==> src/rtl/hazard_pkg.sv <==
// Shared types and constants for the hazard scoreboard.
//   slot_t      : one in-flight register write (valid, destination, latency)
//   SLOT_EMPTY  : value of an unoccupied slot
//   FWD_REGFILE : forwarding select meaning "read the register file"
//   LAT_ALU/LOAD: forwardable slot index for ALU results and loads
package hazard_pkg;

  // Slot fields are sized for the widest supported build; narrower
  // register addresses and latencies are zero-extended into them.
  localparam int SLOT_RD_W  = 32'd8;
  localparam int SLOT_LAT_W = 32'd8;

  localparam int FWD_REGFILE = 32'd0;
  localparam int LAT_ALU     = 32'd1;
  localparam int LAT_LOAD    = 32'd2;

  typedef struct packed {
    logic                  valid;
    logic [SLOT_RD_W-1:0]  rd;
    logic [SLOT_LAT_W-1:0] lat;
  } slot_t;

  localparam slot_t SLOT_EMPTY = '{valid: 1'b0,
                                   rd:    {SLOT_RD_W{1'b0}},
                                   lat:   {SLOT_LAT_W{1'b0}}};

endpackage

==> src/rtl/hazard_scoreboard_src_match.sv <==
// Compares one decode source register against every shadow slot.
//   src, used : source address and whether the instruction reads it
//   slots     : shadow pipeline, index 0 = youngest (EX)
//   hazard    : some matching slot has not yet reached its forwardable stage
//   sel       : forwarding select for the youngest matching slot
module src_match
  import hazard_pkg::*;
#(
  parameter int DEPTH  = 3,
  parameter int ADDR_W = 6,
  parameter int SEL_W  = $clog2(DEPTH)
) (
  input  logic [ADDR_W-1:0] src,
  input  logic              used,
  input  slot_t             slots [DEPTH],
  output logic              hazard,
  output logic [SEL_W-1:0]  sel
);

  // Oldest-to-youngest scan so the youngest match overwrites the select.
  always_comb begin
    hazard = 1'b0;
    sel    = SEL_W'(FWD_REGFILE);
    for (int k = DEPTH - 1; k >= 0; k--) begin
      if (used && (src != {ADDR_W{1'b0}}) && slots[k].valid &&
          (slots[k].rd == SLOT_RD_W'(src))) begin
        // Result appears at slot lat; the consumer reaches slot k+1 next.
        if ((k + 1) < int'(slots[k].lat)) begin
          hazard = 1'b1;
        end else begin
          hazard = hazard;
        end
        // The oldest slot retires into the register file this cycle.
        if ((k + 1) < DEPTH) begin
          sel = SEL_W'(k + 1);
        end else begin
          sel = SEL_W'(FWD_REGFILE);
        end
      end else begin
        hazard = hazard;
        sel    = sel;
      end
    end
  end

endmodule

==> src/rtl/hazard_scoreboard.sv <==
// Hazard detection and forwarding controller beside Decode.
//   clk, reset (async, active-low), freeze (global hold), flush (kill decode)
//   dec_*       : decode-stage instruction fields
//   stall       : combinational; hold IF/ID and bubble EX
//   ex_fwd*_sel : registered forwarding selects for the instruction in EX
//   stall_count : saturating count of non-frozen stall cycles
module hazard_scoreboard
  import hazard_pkg::*;
#(
  parameter int DEPTH  = 3,
  parameter int ADDR_W = 6,
  parameter int SEL_W  = $clog2(DEPTH),
  parameter int CNT_W  = 32
) (
  input  logic              clk,
  input  logic              reset,
  input  logic              freeze,
  input  logic              flush,
  input  logic              dec_valid,
  input  logic [ADDR_W-1:0] dec_rs1,
  input  logic [ADDR_W-1:0] dec_rs2,
  input  logic              dec_rs1_used,
  input  logic              dec_rs2_used,
  input  logic [ADDR_W-1:0] dec_rd,
  input  logic              dec_we,
  input  logic [SEL_W-1:0]  dec_lat,
  output logic              stall,
  output logic [SEL_W-1:0]  ex_fwd1_sel,
  output logic [SEL_W-1:0]  ex_fwd2_sel,
  output logic [CNT_W-1:0]  stall_count
);

  slot_t              slot_r [DEPTH];
  slot_t              slot0_s;
  logic               hazard1_s;
  logic               hazard2_s;
  logic [SEL_W-1:0]   sel1_s;
  logic [SEL_W-1:0]   sel2_s;
  logic [SEL_W-1:0]   lat_clamped_s;
  logic               issue_s;
  logic [SEL_W-1:0]   fwd1_r;
  logic [SEL_W-1:0]   fwd2_r;
  logic [CNT_W-1:0]   count_r;

  src_match #(.DEPTH(DEPTH), .ADDR_W(ADDR_W), .SEL_W(SEL_W)) u_match1 (
    .src    (dec_rs1),
    .used   (dec_rs1_used),
    .slots  (slot_r),
    .hazard (hazard1_s),
    .sel    (sel1_s)
  );

  src_match #(.DEPTH(DEPTH), .ADDR_W(ADDR_W), .SEL_W(SEL_W)) u_match2 (
    .src    (dec_rs2),
    .used   (dec_rs2_used),
    .slots  (slot_r),
    .hazard (hazard2_s),
    .sel    (sel2_s)
  );

  // Out-of-range latencies (0 or past the last slot) mean "as late as possible".
  always_comb begin
    if ((dec_lat == {SEL_W{1'b0}}) || (int'(dec_lat) >= DEPTH)) begin
      lat_clamped_s = SEL_W'(DEPTH - 1);
    end else begin
      lat_clamped_s = dec_lat;
    end
  end

  assign stall   = dec_valid & ~flush & (hazard1_s | hazard2_s);
  assign issue_s = dec_valid & ~flush & ~stall;

  // Entry that enters the EX slot; r0 writes and bubbles are not tracked.
  always_comb begin
    slot0_s.valid = issue_s & dec_we & (dec_rd != {ADDR_W{1'b0}});
    slot0_s.rd    = SLOT_RD_W'(dec_rd);
    slot0_s.lat   = SLOT_LAT_W'(lat_clamped_s);
  end

  // Shadow pipeline shift register, advancing whenever the core is not frozen.
  always_ff @(posedge clk or negedge reset) begin
    if (!reset) begin
      for (int k = 0; k < DEPTH; k++) begin
        slot_r[k] <= SLOT_EMPTY;
      end
    end else if (!freeze) begin
      slot_r[0] <= slot0_s;
      for (int k = 1; k < DEPTH; k++) begin
        slot_r[k] <= slot_r[k-1];
      end
    end else begin
      for (int k = 0; k < DEPTH; k++) begin
        slot_r[k] <= slot_r[k];
      end
    end
  end

  // Forwarding selects follow the instruction into EX; stall/flush sends a bubble.
  always_ff @(posedge clk or negedge reset) begin
    if (!reset) begin
      fwd1_r <= SEL_W'(FWD_REGFILE);
      fwd2_r <= SEL_W'(FWD_REGFILE);
    end else if (!freeze) begin
      if (stall || flush) begin
        fwd1_r <= SEL_W'(FWD_REGFILE);
        fwd2_r <= SEL_W'(FWD_REGFILE);
      end else begin
        fwd1_r <= sel1_s;
        fwd2_r <= sel2_s;
      end
    end else begin
      fwd1_r <= fwd1_r;
      fwd2_r <= fwd2_r;
    end
  end

  // Saturating stall-cycle counter; frozen cycles are not counted.
  always_ff @(posedge clk or negedge reset) begin
    if (!reset) begin
      count_r <= {CNT_W{1'b0}};
    end else if (!freeze && stall && (count_r != {CNT_W{1'b1}})) begin
      count_r <= count_r + {{(CNT_W-1){1'b0}}, 1'b1};
    end else begin
      count_r <= count_r;
    end
  end

  assign ex_fwd1_sel = fwd1_r;
  assign ex_fwd2_sel = fwd2_r;
  assign stall_count = count_r;

endmodule

==> config.mk <==
export PLATFORM = sky130hd
export DESIGN_NAME = hazard_scoreboard
export DESIGN_NICKNAME = d
export VERILOG_FILES = /design/src/rtl/hazard_pkg.sv /design/src/rtl/hazard_scoreboard_src_match.sv /design/src/rtl/hazard_scoreboard.sv
export SDC_FILE = /design/constraint.sdc
export NUM_CORES = 1
export LEC_CHECK = 0
export ABC_AREA = 1
export CAP_MARGIN = 0
export CORE_MARGIN = 2
export CORE_UTILIZATION = 35
export CTS_BUF_LIST = sky130_fd_sc_hd__clkbuf_2 sky130_fd_sc_hd__clkbuf_4 sky130_fd_sc_hd__clkbuf_8
export CTS_CLUSTER_DIAMETER = 120
export CTS_CLUSTER_SIZE = 14
export DETAILED_ROUTE_END_ITERATION = 8
export PLACE_DENSITY = 0.6
export SETUP_SLACK_MARGIN = 0.5
export SLEW_MARGIN = 20
export SYNTH_ARGS = -nofsm -noshare
export SYNTH_HDL_FRONTEND = slang
export SYNTH_HIERARCHICAL = 1
export SYNTH_SLANG_ARGS = --single-unit
==> constraint.sdc <==
create_clock -name clk -period 2.7 [get_ports clk]
set_input_delay 0.27 -clock clk [delete_from_list [all_inputs] [get_ports clk]]
set_output_delay 0.27 -clock clk [all_outputs]
set_load 0.005 [all_outputs]
==> summary.md <==
| Metric | Value |
|---|---|
| Post-layout util | 47.16% |
| Peak supply drop | roughly 290 uV |
| Hpwl dp | around 8.6 mm |
| Most frequent cells in the layout | nand2_1 (251), nor2_1 (80), dfrtp_1 (55), clkdlybuf4s50_1 (51), inv_1 (49) |
| Pwr Density | roughly 410 nW/um^2 |
| Worst-path clk slew | around 0.070 ns |
| Crit-path slowest cell | dfrtp_2 |
| Worst setup EP type | flop |
| Req. time, crit path | roughly 3 ns |
| Synth-to-layout area growth | 32.79% |
| Iter 0 DRT Violations | between 200 and 250 |
| HP Class | reg2reg |
| PortBufs | 64 |
| Slew HR | between 40 and 50% |
| Period utilization | between 70% and 80% |
| Cell repeated most along the worst path | nand2_1 |
| Max-Cap Viols | 0 |
| Worst Path Class, Setup | reg2reg |
| CTS Buf Count | 9 |
| Via density | about 4.6 |
| # IOs | 65 |
| Largest net degree at the start of global routing | 35 |
| Share of power burned in registers | about 43% |
| Crit-path cells | nand2_1 -> nand2_1 -> nor2_1 -> nand2_1 -> nor2_2 -> nand3_2 -> nand3_2 -> nor2_1 -> nor2_2 -> buf_6 -> nand2_8 -> inv_4 -> nand2_8 -> clkbuf_16 -> nand2_1 -> nand2_1 |
| Max Slew Vio Count | 0 |
| Die area | between 10000 and 15000 um^2 |
| Crit-path max cell delay | 0.44 ns |
| YS warnings | 6 |
| Cell Rows | 40 |
| RSZ-0062 raised after global routing | yes |
| Final antenna-violating net count | 0 |
| Slew of the pin with the lowest slew margin | around 0.75 ns |
| Worst-skew pair later-pin latency | 0.35 ns |
| Synthesized instance count | between 600 and 700 |
| Clock power frac | between 40% and 50% |
| Core area | ~12000 um^2 |
| Vias in the first global route | between 3000 and 4000 |
| DR WL/cell | 12.79 um |
| GRT overflow | 0 |
| H-tree depth | 3 |
| Layout Nets | a little under 800 |
| Final setup margin | about 0.60 ns |
| Initial Utilization | 35.52% |
| Total Wirelength | between 10 and 15 mm |
| Initial antenna violation count | 0 |
| P_leak | between 2 and 3 nW |
| Place WS | -0.00005462 ns |
| # setup viols final | 0 |
| Net Switching | 0.5767 mW |
| Routed vias | 4134 |
| Period minus WS final | around 2.1 ns |
| Antenna cells | 0 |
| Comb power frac | 12.3% |
| Placer Congestion | 0.9263 |
| CTS tree | yes |
| DRT Pass-1 Iters | 4 |
| Worst EP arrival | between 2 and 2.5 ns |
| Residual DRC count | 0 |
| Commonest non-fill, non-tap cell in the layout | nand2_1 |
| Status | finished, final reports clean |
| Layout cells sized above 1 | 11.95% |
| Startpoint types | flop |
| First-pass GRT wire length | roughly 19 mm |
| FILL cells | approximately 1200 |
| Highest clock rate | approximately 480 MHz |
| Final Non-Filler Cells | 900 |
| CTS Buffer Depth | 2 |
| CTS sink count | 61 |
| Die width | 113.7 um |
| Final Skew | 0.01134 ns |
| Mean Syn Cell Area | about 6.7 um^2 |
| Internal | ~1.7 mW |
| Worst-path fanout max | 12 |
| Hold Vio Cnt, Final | 0 |
| Number of placed cells counting well taps | ~880 |
| Die height | 113.7 um |
| Sw Share | 24.89% |
| Gr usage total | between 15 and 20% |
| Clock root cell | clkbuf_8 |
| Setup TNS Final | 0 ns |
| Post-Syn Area | between 4000 and 5000 um^2 |
-- repair_timing --
item / 4_1_cts / 5_1_grt
buffers inserted: 1 / 3
hold endpoints to repair: 4 / 0
pin swaps: 1 / 4
gates cloned: 0 / 2
endpoints found under the setup margin: 30 / 31
resized for setup: 17 / 26
hold buffers: 1 / 0
-- routing by layer --
metal,up-vias,GRT usage (%),part of all wire (%)
met5,-,0,0
met4,0,7.642,1.9
met3,15,4.091,4.7
met2,86,29.94,48
met1,1911,23.68,45
li1,2122,-,-
-- power groups by stage --
stage          Clock, mW  Sequential [mW]  Combinational [mW]
3_5_place_dp           0             1.02               0.278
2_1_floorplan          0             1.01               0.171
4_1_cts             1.05             1.00               0.277
3_3_place_gp           0             1.02               0.273
6_report            1.03             1.00               0.285
5_1_grt             1.10             1.01               0.326
-- worst max-delay path: cells and delay by family, from the launching register on --
kind	cells	cell delay (ns)
buffers and inverters	3	0.41
AND/OR/NAND/NOR	13	1.12
flip-flops	1	0.44
-- sequential cells by signal (all words and copies together), names as in the netlist --
signal       cells
stall_count     32
slot_r          25
ex_fwd1_sel      2
ex_fwd2_sel      2
-- per-stage QoR --
step,power [mW],hold slack (ns),instance area (um^2)
after floorplan,1.176,-0.02559,4389
after global placement,1.291,0.3692,5179
after detailed placement,1.298,0.3786,5179
after CTS,2.334,0.4789,5446
after global routing,2.433,0.5063,5594
final,2.317,0.4839,5594
-- final cells by class --
class                   count  area [um^2]  area share [%]
inverters                  59        229.0           4.093
clock buffers              12        152.6           2.729
repair buffers             76        780.7           13.96
multi-input cells         541         2619           46.81
well taps                 147        183.9           3.288
flip-flops and latches     61         1534           27.42
clock inverters             4        95.09           1.700
-- worst paths after layout --
path	depth (start not counted)	endpoint	start	slack, ns
max	16	stall_count[11]	slot_r[43]	0.60
min	2	ex_fwd1_sel[1]	ex_fwd1_sel[1]	0.48
max reg2reg	16	stall_count[11]	slot_r[43]	0.60
min reg2reg	2	ex_fwd1_sel[1]	ex_fwd1_sel[1]	0.48
max in group asynchronous	3	stall_count[20]	reset	1.55
min in group asynchronous	2	slot_r[45]	reset	0.52
(Power assumes the default switching activity.)
